[src/rtl/riscv_defs_pkg.sv]
// Shared RISC-V pipeline definitions: operation codes, NOP encoding and the
// pipeline controller state encoding.
package riscv_defs_pkg;

    localparam int unsigned OH_W    = 7;
    localparam int unsigned REG_A_W = 5;
    localparam int unsigned XLEN    = 32;

    // Operation codes carried down the pipeline (load subset is 11..15)
    localparam logic [OH_W-1:0] OH_NOP = 7'd0;
    localparam logic [OH_W-1:0] OH_LB  = 7'd11;
    localparam logic [OH_W-1:0] OH_LH  = 7'd12;
    localparam logic [OH_W-1:0] OH_LW  = 7'd13;
    localparam logic [OH_W-1:0] OH_LBU = 7'd14;
    localparam logic [OH_W-1:0] OH_LHU = 7'd15;

    // All-zero instruction word loaded into IF_ID on a flush
    localparam logic [XLEN-1:0] NOP_INSTR = 32'h0000_0000;

    typedef enum logic {
        RUN      = 1'b0,
        MEM_WAIT = 1'b1
    } pipe_state_e;

    // True for any of the five load operation codes
    function automatic logic is_load(input logic [OH_W-1:0] oh);
        return (oh >= OH_LB) && (oh <= OH_LHU);
    endfunction

endpackage

[src/rtl/pipe_ctrl_if.sv]
// Pipeline controller bus: hazard/jump inputs from ID/EX/MEM and the
// sequencing outputs back to the PC and pipeline registers.
//   slave  : controller side (observes pipeline, drives holds/flushes)
//   master : pipeline side
interface pipe_ctrl_if;
    import riscv_defs_pkg::*;

    logic [REG_A_W-1:0] id_rs1_addr;
    logic [REG_A_W-1:0] id_rs2_addr;
    logic [OH_W-1:0]    ex_oh;
    logic [REG_A_W-1:0] ex_rd_addr;
    logic               ex_rd_wen;
    logic               ex_jump_en;
    logic [XLEN-1:0]    ex_jump_addr;
    logic               dmem_ready;

    logic               jump_en;
    logic [XLEN-1:0]    jump_addr;
    logic               pc_hold;
    logic               if_id_hold;
    logic               id_ex_hold;
    logic               if_id_flush;
    logic               id_ex_flush;
    logic               mem_timeout;
    logic [XLEN-1:0]    stall_cycles;

    modport slave (
        input  id_rs1_addr, id_rs2_addr, ex_oh, ex_rd_addr, ex_rd_wen,
               ex_jump_en, ex_jump_addr, dmem_ready,
        output jump_en, jump_addr, pc_hold, if_id_hold, id_ex_hold,
               if_id_flush, id_ex_flush, mem_timeout, stall_cycles
    );

    modport master (
        output id_rs1_addr, id_rs2_addr, ex_oh, ex_rd_addr, ex_rd_wen,
               ex_jump_en, ex_jump_addr, dmem_ready,
        input  jump_en, jump_addr, pc_hold, if_id_hold, id_ex_hold,
               if_id_flush, id_ex_flush, mem_timeout, stall_cycles
    );

endinterface

[src/rtl/pipe_ctrl_hazard_detect.sv]
// Load-use hazard comparator between the ID source registers and the
// destination of a load in EX. Purely combinational.
//   ex_load_i, ex_rd_wen_i, ex_rd_addr_i : EX load descriptor
//   id_rs1_addr_i, id_rs2_addr_i         : ID sources (0 = unused)
//   lu_hazard_o                          : ID needs the loading register
module hazard_detect
    import riscv_defs_pkg::*;
(
    input  logic               ex_load_i,
    input  logic               ex_rd_wen_i,
    input  logic [REG_A_W-1:0] ex_rd_addr_i,
    input  logic [REG_A_W-1:0] id_rs1_addr_i,
    input  logic [REG_A_W-1:0] id_rs2_addr_i,
    output logic               lu_hazard_o
);

    logic rs1_hit;
    logic rs2_hit;

    // x0 never creates a dependency on either side
    assign rs1_hit = (id_rs1_addr_i != '0) && (id_rs1_addr_i == ex_rd_addr_i);
    assign rs2_hit = (id_rs2_addr_i != '0) && (id_rs2_addr_i == ex_rd_addr_i);

    assign lu_hazard_o = ex_load_i && ex_rd_wen_i && (ex_rd_addr_i != '0)
                         && (rs1_hit || rs2_hit);

endmodule

[src/rtl/pipe_ctrl.sv]
// Pipeline sequencing controller: load-use bubbles, data-memory wait stalls
// with timeout, EX jump redirect/flush, stall-cycle counter.
//   clk, rst_n : clock, synchronous active-low reset
//   bus        : pipe_ctrl_if.slave (pipeline inputs, hold/flush/jump outputs,
//                mem_timeout and stall_cycles status)
module pipe_ctrl
    import riscv_defs_pkg::*;
#(
    parameter int unsigned MEM_TIMEOUT = 16,
    parameter int unsigned CNT_W       = 16
) (
    input  logic        clk,
    input  logic        rst_n,
    pipe_ctrl_if.slave  bus
);

    localparam logic [CNT_W-1:0] CNT_LAST = CNT_W'(MEM_TIMEOUT - 1);
    localparam logic [CNT_W-1:0] CNT_ONE  = CNT_W'(1);

    pipe_state_e        state_q, state_d;
    logic [CNT_W-1:0]   cnt_q, cnt_d;
    logic               tout_q, tout_d;
    logic [XLEN-1:0]    stall_q, stall_d;

    logic               ex_load;
    logic               lu_hazard;

    logic               jump_en_c;
    logic [XLEN-1:0]    jump_addr_c;
    logic               pc_hold_c;
    logic               if_id_hold_c;
    logic               id_ex_hold_c;
    logic               if_id_flush_c;
    logic               id_ex_flush_c;

    assign ex_load = is_load(bus.ex_oh);

    hazard_detect u_hazard_detect (
        .ex_load_i     (ex_load),
        .ex_rd_wen_i   (bus.ex_rd_wen),
        .ex_rd_addr_i  (bus.ex_rd_addr),
        .id_rs1_addr_i (bus.id_rs1_addr),
        .id_rs2_addr_i (bus.id_rs2_addr),
        .lu_hazard_o   (lu_hazard)
    );

    // Next state and zero-latency control outputs
    always_comb begin
        state_d       = state_q;
        cnt_d         = cnt_q;
        tout_d        = tout_q;
        jump_en_c     = 1'b0;
        jump_addr_c   = '0;
        pc_hold_c     = 1'b0;
        if_id_hold_c  = 1'b0;
        id_ex_hold_c  = 1'b0;
        if_id_flush_c = 1'b0;
        id_ex_flush_c = 1'b0;

        if (rst_n) begin
            unique case (state_q)
                RUN: begin
                    if (bus.ex_jump_en) begin
                        jump_en_c     = 1'b1;
                        jump_addr_c   = bus.ex_jump_addr;
                        if_id_flush_c = 1'b1;
                        id_ex_flush_c = 1'b1;
                    end else if (ex_load && !bus.dmem_ready) begin
                        pc_hold_c    = 1'b1;
                        if_id_hold_c = 1'b1;
                        id_ex_hold_c = 1'b1;
                        state_d      = MEM_WAIT;
                        cnt_d        = CNT_ONE;
                    end else if (lu_hazard) begin
                        pc_hold_c     = 1'b1;
                        if_id_hold_c  = 1'b1;
                        id_ex_flush_c = 1'b1;
                    end
                end
                MEM_WAIT: begin
                    // EX is frozen on a load, so ex_jump_en is not looked at
                    if (bus.dmem_ready) begin
                        if (lu_hazard) begin
                            pc_hold_c     = 1'b1;
                            if_id_hold_c  = 1'b1;
                            id_ex_flush_c = 1'b1;
                        end
                        state_d = RUN;
                        cnt_d   = '0;
                    end else if (cnt_q == CNT_LAST) begin
                        // Abandon the load: bubble replaces it in EX
                        pc_hold_c     = 1'b1;
                        if_id_hold_c  = 1'b1;
                        id_ex_flush_c = 1'b1;
                        tout_d        = 1'b1;
                        state_d       = RUN;
                        cnt_d         = '0;
                    end else begin
                        pc_hold_c    = 1'b1;
                        if_id_hold_c = 1'b1;
                        id_ex_hold_c = 1'b1;
                        cnt_d        = cnt_q + CNT_ONE;
                    end
                end
                default: state_d = RUN;
            endcase
        end

        // Saturating stall counter
        stall_d = stall_q;
        if (pc_hold_c && (stall_q != '1)) begin
            stall_d = stall_q + XLEN'(1);
        end
    end

    // State and status registers
    always_ff @(posedge clk) begin
        if (!rst_n) begin
            state_q <= RUN;
            cnt_q   <= '0;
            tout_q  <= 1'b0;
            stall_q <= '0;
        end else begin
            state_q <= state_d;
            cnt_q   <= cnt_d;
            tout_q  <= tout_d;
            stall_q <= stall_d;
        end
    end

    assign bus.jump_en      = jump_en_c;
    assign bus.jump_addr    = jump_addr_c;
    assign bus.pc_hold      = pc_hold_c;
    assign bus.if_id_hold   = if_id_hold_c;
    assign bus.id_ex_hold   = id_ex_hold_c;
    assign bus.if_id_flush  = if_id_flush_c;
    assign bus.id_ex_flush  = id_ex_flush_c;
    assign bus.mem_timeout  = tout_q;
    assign bus.stall_cycles = stall_q;

endmodule

[src/flat_wrapper.sv]
// flat-port wrapper written by rule: the top's interface ports become plain ports
module pipe_ctrl_flat import riscv_defs_pkg::*;
#(
    parameter int unsigned MEM_TIMEOUT = 16,
    parameter int unsigned CNT_W       = 16
)
  (clk, rst_n, bus_id_rs1_addr, bus_id_rs2_addr, bus_ex_oh, bus_ex_rd_addr, bus_ex_rd_wen, bus_ex_jump_en, bus_ex_jump_addr, bus_dmem_ready, bus_jump_en, bus_jump_addr, bus_pc_hold, bus_if_id_hold, bus_id_ex_hold, bus_if_id_flush, bus_id_ex_flush, bus_mem_timeout, bus_stall_cycles);
  pipe_ctrl_if bus_i ();
  input  logic clk;
  input  logic rst_n;
  input wire logic [$bits(bus_i.id_rs1_addr)-1:0] bus_id_rs1_addr;
  input wire logic [$bits(bus_i.id_rs2_addr)-1:0] bus_id_rs2_addr;
  input wire logic [$bits(bus_i.ex_oh)-1:0] bus_ex_oh;
  input wire logic [$bits(bus_i.ex_rd_addr)-1:0] bus_ex_rd_addr;
  input wire logic [$bits(bus_i.ex_rd_wen)-1:0] bus_ex_rd_wen;
  input wire logic [$bits(bus_i.ex_jump_en)-1:0] bus_ex_jump_en;
  input wire logic [$bits(bus_i.ex_jump_addr)-1:0] bus_ex_jump_addr;
  input wire logic [$bits(bus_i.dmem_ready)-1:0] bus_dmem_ready;
  output wire logic [$bits(bus_i.jump_en)-1:0] bus_jump_en;
  output wire logic [$bits(bus_i.jump_addr)-1:0] bus_jump_addr;
  output wire logic [$bits(bus_i.pc_hold)-1:0] bus_pc_hold;
  output wire logic [$bits(bus_i.if_id_hold)-1:0] bus_if_id_hold;
  output wire logic [$bits(bus_i.id_ex_hold)-1:0] bus_id_ex_hold;
  output wire logic [$bits(bus_i.if_id_flush)-1:0] bus_if_id_flush;
  output wire logic [$bits(bus_i.id_ex_flush)-1:0] bus_id_ex_flush;
  output wire logic [$bits(bus_i.mem_timeout)-1:0] bus_mem_timeout;
  output wire logic [$bits(bus_i.stall_cycles)-1:0] bus_stall_cycles;
  assign bus_i.id_rs1_addr = bus_id_rs1_addr;
  assign bus_i.id_rs2_addr = bus_id_rs2_addr;
  assign bus_i.ex_oh = bus_ex_oh;
  assign bus_i.ex_rd_addr = bus_ex_rd_addr;
  assign bus_i.ex_rd_wen = bus_ex_rd_wen;
  assign bus_i.ex_jump_en = bus_ex_jump_en;
  assign bus_i.ex_jump_addr = bus_ex_jump_addr;
  assign bus_i.dmem_ready = bus_dmem_ready;
  assign bus_jump_en = bus_i.jump_en;
  assign bus_jump_addr = bus_i.jump_addr;
  assign bus_pc_hold = bus_i.pc_hold;
  assign bus_if_id_hold = bus_i.if_id_hold;
  assign bus_id_ex_hold = bus_i.id_ex_hold;
  assign bus_if_id_flush = bus_i.if_id_flush;
  assign bus_id_ex_flush = bus_i.id_ex_flush;
  assign bus_mem_timeout = bus_i.mem_timeout;
  assign bus_stall_cycles = bus_i.stall_cycles;
  pipe_ctrl #(.MEM_TIMEOUT(MEM_TIMEOUT), .CNT_W(CNT_W)) u_core (.clk(clk), .rst_n(rst_n), .bus(bus_i));
endmodule
[config.mk]
export PLATFORM = sky130hd
export DESIGN_NAME = pipe_ctrl_flat
export DESIGN_NICKNAME = d
export VERILOG_FILES = /design/src/rtl/riscv_defs_pkg.sv /design/src/rtl/pipe_ctrl_if.sv /design/src/rtl/pipe_ctrl_hazard_detect.sv /design/src/rtl/pipe_ctrl.sv /design/src/flat_wrapper.sv
export SDC_FILE = /design/constraint.sdc
export NUM_CORES = 1
export LEC_CHECK = 0
export ABC_AREA = 0
export CAP_MARGIN = 20
export CELL_PAD_IN_SITES_DETAIL_PLACEMENT = 0
export CELL_PAD_IN_SITES_GLOBAL_PLACEMENT = 2
export CORE_MARGIN = 2
export CORE_UTILIZATION = 24
export CTS_CLUSTER_SIZE = 24
export DETAILED_ROUTE_END_ITERATION = 10
export HOLD_SLACK_MARGIN = 0.1
export PLACE_DENSITY = 0.82
export SYNTH_ARGS = -nofsm -noshare
export SYNTH_HDL_FRONTEND = slang
export SYNTH_HIERARCHICAL = 1
export SYNTH_SLANG_ARGS = --single-unit
[constraint.sdc]
create_clock -name clk -period 5.59 [get_ports clk]
set_input_delay 1.118 -clock clk [delete_from_list [all_inputs] [get_ports clk]]
set_output_delay 1.118 -clock clk [all_outputs]
set_load 0.01 [all_outputs]
==> flow_metrics.tcl <==
set metrics [dict create \
    n_antenna_cell 0 \
    track_usage_pct 14.23 \
    fin_tns_setup_ps 0 \
    rows 40 \
    vdd.ir_drop.worst_mv 0.1062 \
    cts_buffers 5 \
    syn_inst 378 \
    first_iter_violations 185 \
    worstPathRequired_ps 4470 \
    power_leakage_nw 1.717 \
    initial_core_util_pct 24.61 \
    placed_cell_area_sq_um 4425 \
    die_w_microns 115.2 \
    chipHeight_microns 115.2 \
    wl_microns 9554 \
    synth_seq_cells 50 \
    drv_slew 0 \
    first_pass_iters 4 \
    clockBufferDepth 2 \
    gp_congestion 0.7444 \
    holdCritStartpoint "u_core/cnt_q[15]" \
    die-area_sq_um 13270 \
    synth-edff-count 0 \
    insertion_delay_ps 300 \
    h-tree-depth 2 \
    tritoncts "yes" \
    filler_cell_count 1280 \
    ys_seq_area_share_pct 33.73 \
    setup-violations-final 0 \
    timing.fmax_ghz 0.2116 \
    dp.cells 662 \
    start_kind "input port" \
    min_period_ps 4727 \
    cts.clk_slew.worst_paths_ps 70 \
    design.core.area_sq_um 12060 \
    syn-cell-area_sq_um 2968 \
    reg2reg_from "u_core/state_q" \
    syn_nets 439 \
    grt_first_pass_wirelength_microns 15190 \
    hold_buffers 0 \
    max_cap_viol_count 0 \
    viasPerCell 4.978 \
    clock-root-buffer "clkbuf_16" \
    stdcell_count 670 \
    ys.flop_type "dfxtp_1" \
    grt-ovfl-total 0 \
    synthToLayoutAreaGrowth_pct 55.10 \
    crit_type "in -> out" \
    yosysWarningCount 6 \
    hold_viol 0 \
    finalInstanceArea_sq_um 4603 \
    arrival_ps 3610 \
    slew-limit-headroom_pct 50.71 \
    timing.final.ws_setup_ps 863.3 \
    synth_cell_types 47 \
    remaining_drc_errors 0 \
    place_hpwl_microns 7275 \
    grt_antenna_before_repair 0 \
    grt_max_degree 48 \
    grt_pass1_vias 3201 \
    portBuffers 129 \
    rsz0062_at_grt "false" \
    ant_nets 0 \
    syn_avg_cell_area_sq_um 7.851 \
    drive_gt1_share_pct 4.183 \
    tightestPinTransition_ps 729.8 \
    cts-resized-gates 0 \
    period_share_pct 84.56 \
    postCtsSetupBuffers 0 \
    power.density_nw_per_um2 180.1 \
    fin_nets 562 \
    ios 130 \
    cts.sinks 50 \
    crit_path_max_fanout 4 \
    crit_path_start "bus_ex_oh[4]" \
    async_reset_ff_share_pct 0 \
    wl_per_cell_microns 14.26 \
    fin_skew_ps 12.81 \
    endpoint_kind "primary output" \
    status "completed" \
    min-delay-path-class "reg -> reg" \
    dp_slack_ps 775.6 \
    vias 3335 \
]
worst paths after layout:
| path | endpoint | slack (ps) | depth (start not counted) |
|---|---|---|---|
| max | bus_pc_hold | 860 | 10 |
| min | u_core/cnt_q[15] | 490 | 2 |
| max reg2reg | u_core/bus.stall_cycles[29] | 3270 | 9 |
| min reg2reg | u_core/cnt_q[15] | 490 | 2 |
sequential cells by signal, summed over array words and instances, names as in the netlist:
signal and flops:
u_core/state_q 1, u_core/cnt_q 16, u_core/bus.stall_cycles 32, u_core/bus.mem_timeout 1
stage by stage:
step | util [%] | power (mW) | hold slack, ps
6_report | 38.16 | 0.8290 | 488.3
5_1_grt | 38.16 | 0.8617 | 528.4
4_1_cts | 38.16 | 0.8434 | 492.2
3_5_place_dp | 36.69 | 0.4696 | 481.2
3_3_place_gp | 36.69 | 0.4694 | 471.6
2_1_floorplan | - | 0.3980 | 449.9
metal layers:
metal	track usage (%)	vias to the layer above	part of all wire, %
met5	0	-	0
met4	4.096	0	1.2
met3	5.324	8	10
met2	23.41	135	44
met1	17.41	1550	44
li1	-	1642	-
synth_stat cells (2+ instances only):
library cell	instances	area share (%)
a211oi_1	2	0.51
a21oi_1	19	3.2
a22oi_1	2	0.51
a31oi_1	3	0.63
and2_1	8	1.7
and3_1	39	8.2
and4_1	4	1.2
buf_2	2	0.34
buf_4	2	0.51
clkbuf_1	13	1.6
dfxtp_1	50	34
ha_1	2	0.84
inv_1	4	0.51
mux2i_1	6	2.0
nand2_1	32	4.0
nand2b_1	7	1.5
nand3_1	11	1.9
nand3_2	2	0.67
nand4_1	24	5.1
nand4_2	2	0.84
nor2_1	39	4.9
nor3_1	14	2.4
nor4_1	10	2.1
o211a_1	6	2.0
o21a_1	4	1.0
o21ai_0	22	3.7
o31ai_1	3	0.76
or3_1	6	1.3
or4_1	2	0.51
xnor2_1	5	1.5
xor2_1	17	5.0
final cells by class:
class                           instances  area [sq um]  area share (%)
Clock buffer                            6         138.9           3.017
Multi-Input combinational cell        306          1874           40.72
Tap cell                              168         210.2           4.566
Clock inverter                          2         38.79          0.8426
Sequential cell                        50          1001           21.75
Inverter                                5         18.77          0.4077
Timing Repair Buffer                  133          1321           28.70
kinds of logic after synthesis:
kind of cell	Yosys count	synth area share [%]
and+or+nand+nor	205	38.49
xor gates and xnor gates	22	6.492
buffers and inverters	22	3.119
DFF	50	33.73
muxes	6	2.024
AOI/OAI and AO/OA	71	15.30
adders and majority gates	2	0.8430
critical path, stage by stage:
cell	delay, ps
clkdlybuf4s50_1	390
nand2b_1	150
nor4_2	420
o211ai_2	130
a21oi_1	280
inv_1	70
a21oi_1	150
o311ai_1	180
inv_1	170
clkdlybuf4s50_1	560
layout by cell type, fill, tap and decap left out, drive strengths merged, types with 3 or more instances in the layout:
master and n:
a31oi 3, and2 8, or3 7, o211a 6, o21a 4, mux2i 6, nand3 13, nor2 39
clkbuf 6, nand2 32, nor4 12, dfxtp 50, o31ai 3, o21ai 22, clkdlybuf4s50 129, nand4 26
inv 5, and3 39, xnor2 5, xor2 17, nand2b 7, a21oi 19, nor3 15, buf 4
and4 4
report_power, final:
part / switching [mW] / internal, mW
Combinational: 0.0396 / 0.0643
Sequential: 0.000374 / 0.356
Clock: 0.143 / 0.225
Power figures use the tool's default switching activity.
